===== src/rtl/plic_pkg.sv =====
// ----------------------------------------------------------------------------
// plic_pkg
// Shared definitions for the PLIC claim/complete sequencer:
//   - plic_state_e     : per-target claim FSM states (IDLE, PEND, INSVC)
//   - DEFER_W_DEFAULT  : default width of the per-target defer counter
// ----------------------------------------------------------------------------
package plic_pkg;

    localparam int DEFER_W_DEFAULT = 5;

    typedef enum logic [1:0] {
        IDLE  = 2'd0,
        PEND  = 2'd1,
        INSVC = 2'd2
    } plic_state_e;

endpackage


===== src/rtl/plic_claim_fsm.sv =====
// ----------------------------------------------------------------------------
// plic_claim_fsm
// Claim/complete sequencer for one interrupt target. A claim read moves the
// target to PEND; the shared fence pulse then either accepts the claim (INSVC)
// or, if another target won the same id, discards it. A PEND that sees no
// fence for 2^DEFER_W-1 cycles times out and is discarded. A matching
// completion returns INSVC to IDLE.
//
// Ports:
//   clk, rst            clock, synchronous active-high reset
//   claim_re, claim_id  claim-register read strobe and presented id
//   complete_we,
//   complete_id         complete-register write strobe and written id
//   fence               core acceptance pulse (shared)
//   grant               this target wins arbitration for its pending id
//   pending             state == PEND (combinational, feeds arbitration)
//   latched_id          id held by this target
//   claim_fire          claim accepted this cycle (combinational)
//   busy                registered: target is PEND or INSVC
//   drop                registered one-cycle pulse: pending claim discarded
//   err                 registered one-cycle pulse: protocol violation
// ----------------------------------------------------------------------------
module plic_claim_fsm
    import plic_pkg::*;
#(
    parameter int N_SOURCE = 30,
    parameter int SRCW     = $clog2(N_SOURCE + 1),
    parameter int DEFER_W  = DEFER_W_DEFAULT
) (
    input  logic            clk,
    input  logic            rst,
    input  logic            claim_re,
    input  logic [SRCW-1:0] claim_id,
    input  logic            complete_we,
    input  logic [SRCW-1:0] complete_id,
    input  logic            fence,
    input  logic            grant,
    output logic            pending,
    output logic [SRCW-1:0] latched_id,
    output logic            claim_fire,
    output logic            busy,
    output logic            drop,
    output logic            err
);

    localparam logic [SRCW-1:0] MAX_ID = SRCW'(N_SOURCE);

    // The step that takes the counter to all-ones is the timeout step, so
    // the test is made one count earlier.
    localparam logic [DEFER_W-1:0] CNT_LAST = ~DEFER_W'(1);

    plic_state_e        state, state_next;
    logic [SRCW-1:0]    id_q, id_next;
    logic [DEFER_W-1:0] cnt_q, cnt_next;
    logic               busy_q, drop_q, err_q;
    logic               drop_next, err_next;

    logic claim_nz, claim_ok, claim_bad, compl_nz;

    assign claim_nz  = claim_re && (claim_id != '0);
    assign claim_ok  = claim_nz && (claim_id <= MAX_ID);
    assign claim_bad = claim_nz && (claim_id > MAX_ID);
    assign compl_nz  = complete_we && (complete_id != '0);

    always_comb begin
        state_next = state;
        id_next    = id_q;
        cnt_next   = cnt_q;
        drop_next  = 1'b0;
        err_next   = 1'b0;
        claim_fire = 1'b0;

        case (state)
            IDLE: begin
                if (claim_ok) begin
                    id_next    = claim_id;
                    cnt_next   = '0;
                    state_next = PEND;
                end
                if (claim_bad) begin
                    err_next = 1'b1;
                end
            end

            PEND: begin
                // Fence wins over both a re-claim and a timeout; a re-claim
                // in the fence cycle is lost and the old id is accepted.
                if (fence) begin
                    if (grant) begin
                        state_next = INSVC;
                        claim_fire = 1'b1;
                    end else begin
                        state_next = IDLE;
                        drop_next  = 1'b1;
                    end
                end else if (claim_ok) begin
                    id_next  = claim_id;
                    cnt_next = '0;
                end else if (cnt_q == CNT_LAST) begin
                    cnt_next   = cnt_q + 1'b1;
                    state_next = IDLE;
                    drop_next  = 1'b1;
                end else begin
                    cnt_next = cnt_q + 1'b1;
                end
                if (claim_bad) begin
                    err_next = 1'b1;
                end
            end

            INSVC: begin
                if (claim_nz) begin
                    err_next = 1'b1;
                end
            end

            default: begin
                state_next = IDLE;
            end
        endcase

        // Completion is legal only from INSVC with the latched id; any
        // other nonzero completion is still forwarded but flagged.
        if (compl_nz) begin
            if ((state == INSVC) && (complete_id == id_q)) begin
                state_next = IDLE;
            end else begin
                err_next = 1'b1;
            end
        end
    end

    always_ff @(posedge clk) begin
        if (rst) begin
            state  <= IDLE;
            id_q   <= '0;
            cnt_q  <= '0;
            busy_q <= 1'b0;
            drop_q <= 1'b0;
            err_q  <= 1'b0;
        end else begin
            state  <= state_next;
            id_q   <= id_next;
            cnt_q  <= cnt_next;
            busy_q <= (state_next != IDLE);
            drop_q <= drop_next;
            err_q  <= err_next;
        end
    end

    assign pending    = (state == PEND);
    assign latched_id = id_q;
    assign busy       = busy_q;
    assign drop       = drop_q;
    assign err        = err_q;

endmodule


===== src/rtl/plic_claim_seq.sv =====
// ----------------------------------------------------------------------------
// plic_claim_seq
// Claim/complete sequencer for N_TARGET PLIC targets. Each target runs its own
// plic_claim_fsm; this level arbitrates equal ids at fence time (lowest
// target index wins) and produces the registered one-hot claim/complete
// pulses toward the gateways.
//
// Ports:
//   clk_i, rst_i       clock, synchronous active-high reset
//   claim_re_i         per-target claim read strobe
//   claim_id_i         per-target id presented at claim read
//   complete_we_i      per-target complete write strobe
//   complete_id_i      per-target id written at completion
//   fence_i            shared core acceptance pulse
//   claim_o            one-cycle claim pulse, bit k = source k+1
//   complete_o         one-cycle complete pulse, bit k = source k+1
//   busy_o             target in PEND or INSVC
//   drop_o             one-cycle pulse: pending claim discarded
//   err_o              one-cycle pulse: protocol violation
// ----------------------------------------------------------------------------
module plic_claim_seq
    import plic_pkg::*;
#(
    parameter int N_SOURCE = 30,
    parameter int N_TARGET = 2,
    parameter int SRCW     = $clog2(N_SOURCE + 1),
    parameter int DEFER_W  = DEFER_W_DEFAULT
) (
    input  logic                           clk_i,
    input  logic                           rst_i,
    input  logic [N_TARGET-1:0]            claim_re_i,
    input  logic [N_TARGET-1:0][SRCW-1:0]  claim_id_i,
    input  logic [N_TARGET-1:0]            complete_we_i,
    input  logic [N_TARGET-1:0][SRCW-1:0]  complete_id_i,
    input  logic                           fence_i,
    output logic [N_SOURCE-1:0]            claim_o,
    output logic [N_SOURCE-1:0]            complete_o,
    output logic [N_TARGET-1:0]            busy_o,
    output logic [N_TARGET-1:0]            drop_o,
    output logic [N_TARGET-1:0]            err_o
);

    logic [N_TARGET-1:0]           pending;
    logic [N_TARGET-1:0][SRCW-1:0] latched_id;
    logic [N_TARGET-1:0]           claim_fire;
    logic [N_TARGET-1:0]           grant;
    logic [N_SOURCE-1:0]           claim_next, complete_next;
    logic [N_SOURCE-1:0]           claim_q, complete_q;

    for (genvar t = 0; t < N_TARGET; t++) begin : g_target
        plic_claim_fsm #(
            .N_SOURCE (N_SOURCE),
            .SRCW     (SRCW),
            .DEFER_W  (DEFER_W)
        ) u_fsm (
            .clk         (clk_i),
            .rst         (rst_i),
            .claim_re    (claim_re_i[t]),
            .claim_id    (claim_id_i[t]),
            .complete_we (complete_we_i[t]),
            .complete_id (complete_id_i[t]),
            .fence       (fence_i),
            .grant       (grant[t]),
            .pending     (pending[t]),
            .latched_id  (latched_id[t]),
            .claim_fire  (claim_fire[t]),
            .busy        (busy_o[t]),
            .drop        (drop_o[t]),
            .err         (err_o[t])
        );
    end

    // A pending target loses the grant if any lower-indexed target is
    // pending on the same id.
    always_comb begin
        grant = '1;
        for (int t = 0; t < N_TARGET; t++) begin
            for (int j = 0; j < N_TARGET; j++) begin
                if ((j < t) && pending[j] && (latched_id[j] == latched_id[t])) begin
                    grant[t] = 1'b0;
                end
            end
        end
    end

    // Id-to-one-hot decode; ids 0 and above N_SOURCE match no bit.
    always_comb begin
        claim_next    = '0;
        complete_next = '0;
        for (int t = 0; t < N_TARGET; t++) begin
            for (int k = 0; k < N_SOURCE; k++) begin
                if (claim_fire[t] && (latched_id[t] == SRCW'(k + 1))) begin
                    claim_next[k] = 1'b1;
                end
                if (complete_we_i[t] && (complete_id_i[t] == SRCW'(k + 1))) begin
                    complete_next[k] = 1'b1;
                end
            end
        end
    end

    always_ff @(posedge clk_i) begin
        if (rst_i) begin
            claim_q    <= '0;
            complete_q <= '0;
        end else begin
            claim_q    <= claim_next;
            complete_q <= complete_next;
        end
    end

    assign claim_o    = claim_q;
    assign complete_o = complete_q;

endmodule


===== config.mk =====
export PLATFORM = sky130hd
export DESIGN_NAME = plic_claim_seq
export DESIGN_NICKNAME = d
export VERILOG_FILES = /design/src/rtl/plic_pkg.sv /design/src/rtl/plic_claim_fsm.sv /design/src/rtl/plic_claim_seq.sv
export SDC_FILE = /design/constraint.sdc
export NUM_CORES = 1
export LEC_CHECK = 0
export CELL_PAD_IN_SITES_DETAIL_PLACEMENT = 1
export CELL_PAD_IN_SITES_GLOBAL_PLACEMENT = 2
export CORE_ASPECT_RATIO = 0.8
export CORE_MARGIN = 2
export CORE_UTILIZATION = 31
export CTS_CLUSTER_DIAMETER = 150
export DETAILED_ROUTE_END_ITERATION = 12
export PLACE_DENSITY = 0.89
export SYNTH_ARGS = -nofsm -noshare
export SYNTH_HDL_FRONTEND = slang
export SYNTH_SLANG_ARGS = --single-unit

===== constraint.sdc =====
create_clock -name clk_i -period 3.01 [get_ports clk_i]
set_input_delay 0.602 -clock clk_i [delete_from_list [all_inputs] [get_ports clk_i]]
set_output_delay 0.602 -clock clk_i [all_outputs]
set_load 0.02 [all_outputs]

Word level (Yosys, flattened, before mapping). Index checks and enable logic that the tools add are counted. W data, S select, Z words.

Output and inout bits: 66. Bits in registers: 90.

Reductions and logical operators: 149. Multiplexer cells: 169. Equality and inequality tests: 133. $add $sub $neg: 2. Bitwise gates (word level): 2. Magnitude comparators: 4.

Operators with widths (number): $eq A5 B5 Y1 const B (62); $eq A5 B4 Y1 const B (32); $mux W1 (138); $logic_and A1 B1 Y1 (131); $eq A5 B3 Y1 const B (16); $mux W5 (10); $eq A5 B2 Y1 const B (8); $pmux W5 S2 (4); $mux W2 (13); $eq A5 B1 Y1 const B (4); $reduce_bool A5 Y1 (4); $eq A5 B5 Y1 (3); $pmux W2 S3 (2); $add A5 B1 Y5 const B (2); $gt A5 B5 Y1 const B (2); $le A5 B5 Y1 const B (2); $reduce_bool A2 Y1 (4); $reduce_and A3 Y1 (2); $reduce_or A2 Y1 (3); $eq A2 B1 Y1 const B (2); $eq A2 B2 Y1 const B (2); $logic_not A2 Y1 (2); $ne A2 B1 Y1 const B (2); $ne A2 B2 Y1 const B (2); other kinds (4) (7).

Depth between registers and ports, before layout.
Depth in word-level cells: 9. Mapped depth: 7. Depth with buffers taken out: 7.

Hierarchy. Synthesis repeated with hierarchy kept, for this count alone.

Cells, all modules: 483. Area, all modules: 4355.4 µm².

By module, submodules not included: plic_claim_seq (instances 1, seq. area each 1201.2 µm², cells each 275, area an instance 2596.2 µm²); plic_claim_fsm (instances 2, seq. area each 300.3 µm², cells each 104, area an instance 879.6 µm²).

Least setup slack after synthesis. OpenSTA, ideal clock, no wires.

Path kind: in2reg. Start: input port claim_id_i[4] (netlist bit). End: register g_target[0].u_fsm.cnt_q[4]. Path slack: 0.978 ns. Arrival time: 1.918 ns. Required time: 2.895 ns. Path buffers: 0. Stages: 5. Setup time: 0.115 ns. Path through: or4_4 or2_4 a41o_1 and3_1 o21a_1.

Word-level cells in the longest chain between the ends: 6. Elaborated cells on any way between the ends: 9. Those cells by class: 1 x order compare; 1 x eq/ne; 3 x mux; 4 x reduce/logical.

RTL lines: from (decl) (RTL line plic_claim_seq.sv:32) `input logic [N_TARGET-1:0][SRCW-1:0] claim_id_i,`; branches (longest 2 deep; another with $le A5 B5 Y1); $logic_and A1 B1 Y1 (*) (RTL line plic_claim_fsm.sv:61) `assign claim_ok = claim_nz && (claim_id <= MAX_ID);`; $mux W5 (RTL line plic_claim_fsm.sv:96) `end else if (claim_ok) begin`; $mux W5 (RTL line plic_claim_fsm.sv:88) `if (fence) begin`; $pmux W5 S2 (RTL line plic_claim_fsm.sv:73) `case (state)`; to (signal assigned) (RTL line plic_claim_fsm.sv:144) `cnt_q <= cnt_next;`; to (decl) (RTL line plic_claim_fsm.sv:54) `logic [DEFER_W-1:0] cnt_q, cnt_next;`.

Mark *: on every way between the ends. The select of a mux whose other input is x is not followed. A chain may end at the register's enable or synchronous reset.

Final worst setup path. Same ends and word-level chain as after synthesis.

==> out/qor.txt <==
Cell Pwr Density = 530 nW/µm²
Die Wd = 129 µm
CTS tree = done
Num CTS Buffers = 9
Number of max-cap violations = 0
Worst Path Arrival = 2.49 ns
Vias = 3600
Nets = 553
Ys Warns = 0
Postcts setup bufs = 0
Outcome = finished clean
Leakage = 1.85 nW
Cell family with most CP delay = simple AND/OR/NAND/NOR gates
Post-cts resize count = 0
Worst-path cell chain = clkdlybuf4s50_1, or4_4, or2_4, a41o_1, and3_1, o21a_1
Synth cell types = 46
Synth Flop Type = dfxtp_1
Ranking of synthesized cells by area = dfxtp_1 46%, nor2_1 7.1%, a22oi_1 6.0%
DRT antenna net count = 0
Layout cells sized above 1 = 5.50%
Hold-fix buffers, CTS = 0
Initial antenna violation count = 0
Antenna cell count = 0
First-pass GRT wire length = 19.4 mm
Min Tclk post-route = 2.25 ns
IO Count = 93
Final period util = 74.6%
Number of global-route vias before repair = 3705
Final Non-Filler Cells = 698
Clk buf depth = 2
Filler Cells Inserted = 1425
Clock skew = 0.00810 ns
Drt total wl = 12.0 mm
Post-Syn Area per Cell = 8.67 µm²
IR drop worst, VDD = 0.404 mV
DR WL/cell = 17.2 µm
Max stage delay on crit path = 0.58 ns
Via-per-instance ratio = 5.16
Placer Congestion = 0.860
CTS clk-pin slew, worst paths = 0.07 ns
Most common cell after layout, fill and taps aside = clkdlybuf4s50_1
Placed insts = 682
CP max-delay cell = or4_4
Die height = 104 µm
Pin count of the biggest net entering global routing = 34
Fraction of registers with async set/reset = 0%
Maximum clock rate = 445 MHz
CTS root buf = clkbuf_16
Die Footprint = 13500 µm²
RSZ-0062 raised after global routing = false
Critical path required time = 3.26 ns
Worst-Margin Slew = 0.780 ns
Slew HR = 47.9%
Area grow syn2layout = 33.9%
Total core area = 12200 µm²
Gr ovfl total = 0
DR pass1 iterations = 4
Setup Crit Path Kind = input pin to flip-flop
Skew-Pair Late Insertion Delay = 0.35 ns
Most frequent cells in the layout = 91 x clkdlybuf4s50_1, 90 x dfxtp_1, 73 x nor2_1, 31 x a22oi_1, 31 x o22ai_1
Worst min-delay path class = flip-flop to flip-flop
GRT Overall Usage = 18.3%
# DRC = 0
Placement Rows = 36
Sequential share of the synthesized area = 46.4%
Post-Route Setup TNS = 0 ns
CP Max Fanout = 4
Yosys reg bits = 90
Final setup viols = 0
CP Capture Type = flip-flop
Worst Path Buf+Inv = 1
R2R Setup Slk = 1.07 ns
Synthesized instance count = 448
Initial core utilization = 31.8%
Worst setup SP type = input pin
Synthesized area = 3890 µm²
Synth top area share = 46.4%
Clock Sink Count = 90
Port bufs = 92
Post-synth EDFFs = 0
Synthesized Nets = 479
CTS H-tree depth = 3
Final Hold Violating Endpoints = 0
Pins Over Slew Limit = 0
DP Wirelength = 8.99 mm
Initial drt markers = 181
Post-synth top area cell = dfxtp_1
==> path summary, 6_finish.rpt <==
| kind | from | endpoint | cells past startpoint |
|---|---|---|---|
| setup / recovery | claim_id_i[4] | g_target[0].u_fsm.cnt_q[4] | 6 |
| hold / removal | g_target[1].u_fsm.cnt_q[4] | g_target[1].u_fsm.cnt_q[4] | 2 |
| setup reg to reg | g_target[0].u_fsm.state[0] | claim_o[26] | 5 |
| hold reg to reg | g_target[1].u_fsm.cnt_q[4] | g_target[1].u_fsm.cnt_q[4] | 2 |
==> registers in the layout (all words and copies together) (netlist names) <==
| signal | count |
|---|---|
| claim_o | 30 |
| complete_o | 30 |
| g_target.u_fsm.busy | 2 |
| g_target.u_fsm.cnt_q | 10 |
| g_target.u_fsm.drop | 2 |
| g_target.u_fsm.err | 2 |
| g_target.u_fsm.latched_id | 10 |
| g_target.u_fsm.state | 4 |
==> tightest hold or removal path, stage by stage, from the launching register on <==
cell     delay [ns]
dfxtp_1        0.32
nand2_1        0.06
mux2i_1        0.06
==> power by group <==
part	internal (W)	switching, W	total [W]
clock	0.000676	0.000494	0.00117
sequential	0.00122	0.0000480	0.00127
combinational	0.000136	0.000187	0.000323
==> per-layer routing <==
layer | GRT usage (%) | share of wire, % | vias up | wire length (µm)
met5 | 0 | 0 | - | 0
met4 | 5.75 | 1.5 | 0 | 185
met3 | 5.71 | 6.1 | 20 | 737
met2 | 30.0 | 47 | 110 | 5640
met1 | 22.9 | 45 | 1741 | 5470
li1 | - | - | 1729 | -
==> cells by family (layout without fill, tap and decap cells) <==
group / Yosys count / in the layout / share of synthesized area [%]
and+or+nand+nor: 186 / 186 / 23.4
adders and majority gates: 4 / 4 / 1.29
AOI/OAI and AO/OA: 99 / 99 / 17.2
buffers and inverters: 39 / 118 / 4.60
DFF: 90 / 90 / 46.4
xor gates and xnor gates: 17 / 17 / 3.83
muxes: 13 / 13 / 3.35
==> metrics by stage <==
stage,instance area [µm²],hold slack [ns],worst slack (ns),utilization [%],power (W)
2_1_floorplan,3890,0.446,0.978,-,0.00149
3_3_place_gp,4890,0.464,0.487,40.1,0.00160
4_1_cts,5200,0.487,0.781,42.6,0.00279
5_1_grt,5200,0.531,0.658,42.6,0.00287
3_5_place_dp,4890,0.477,0.408,40.1,0.00161
6_report,5200,0.487,0.764,42.6,0.00276
==> cell type report <==
type / instances / area (µm²) / share of cell area (%)
clock buffer: 10 / 239 / 4.59
clock inverter: 6 / 72.6 / 1.39
inverter: 5 / 18.8 / 0.361
multi-input combinational: 319 / 1910 / 36.6
sequential: 90 / 1800 / 34.6
tap: 171 / 214 / 4.11
timing repair buffer: 97 / 953 / 18.3
==> synthesized netlist by cell type, types with 4 or more instances <==
cell and number:
a21oi_1 7, a22oi_1 31, a31oi_1 4, buf_1 4, buf_2 6, buf_4 6, clkbuf_1 16, dfxtp_1 90
ha_1 4, inv_1 5, mux2i_1 13, nand2_1 26, nand2b_1 17, nand3_1 17, nand4_1 6, nor2_1 73
nor2b_1 10, nor3_1 12, o21a_1 4, o21ai_0 10, o22ai_1 31, xnor2_1 11, xor2_1 6
Note: power is estimated with default switching activity, not from simulation.
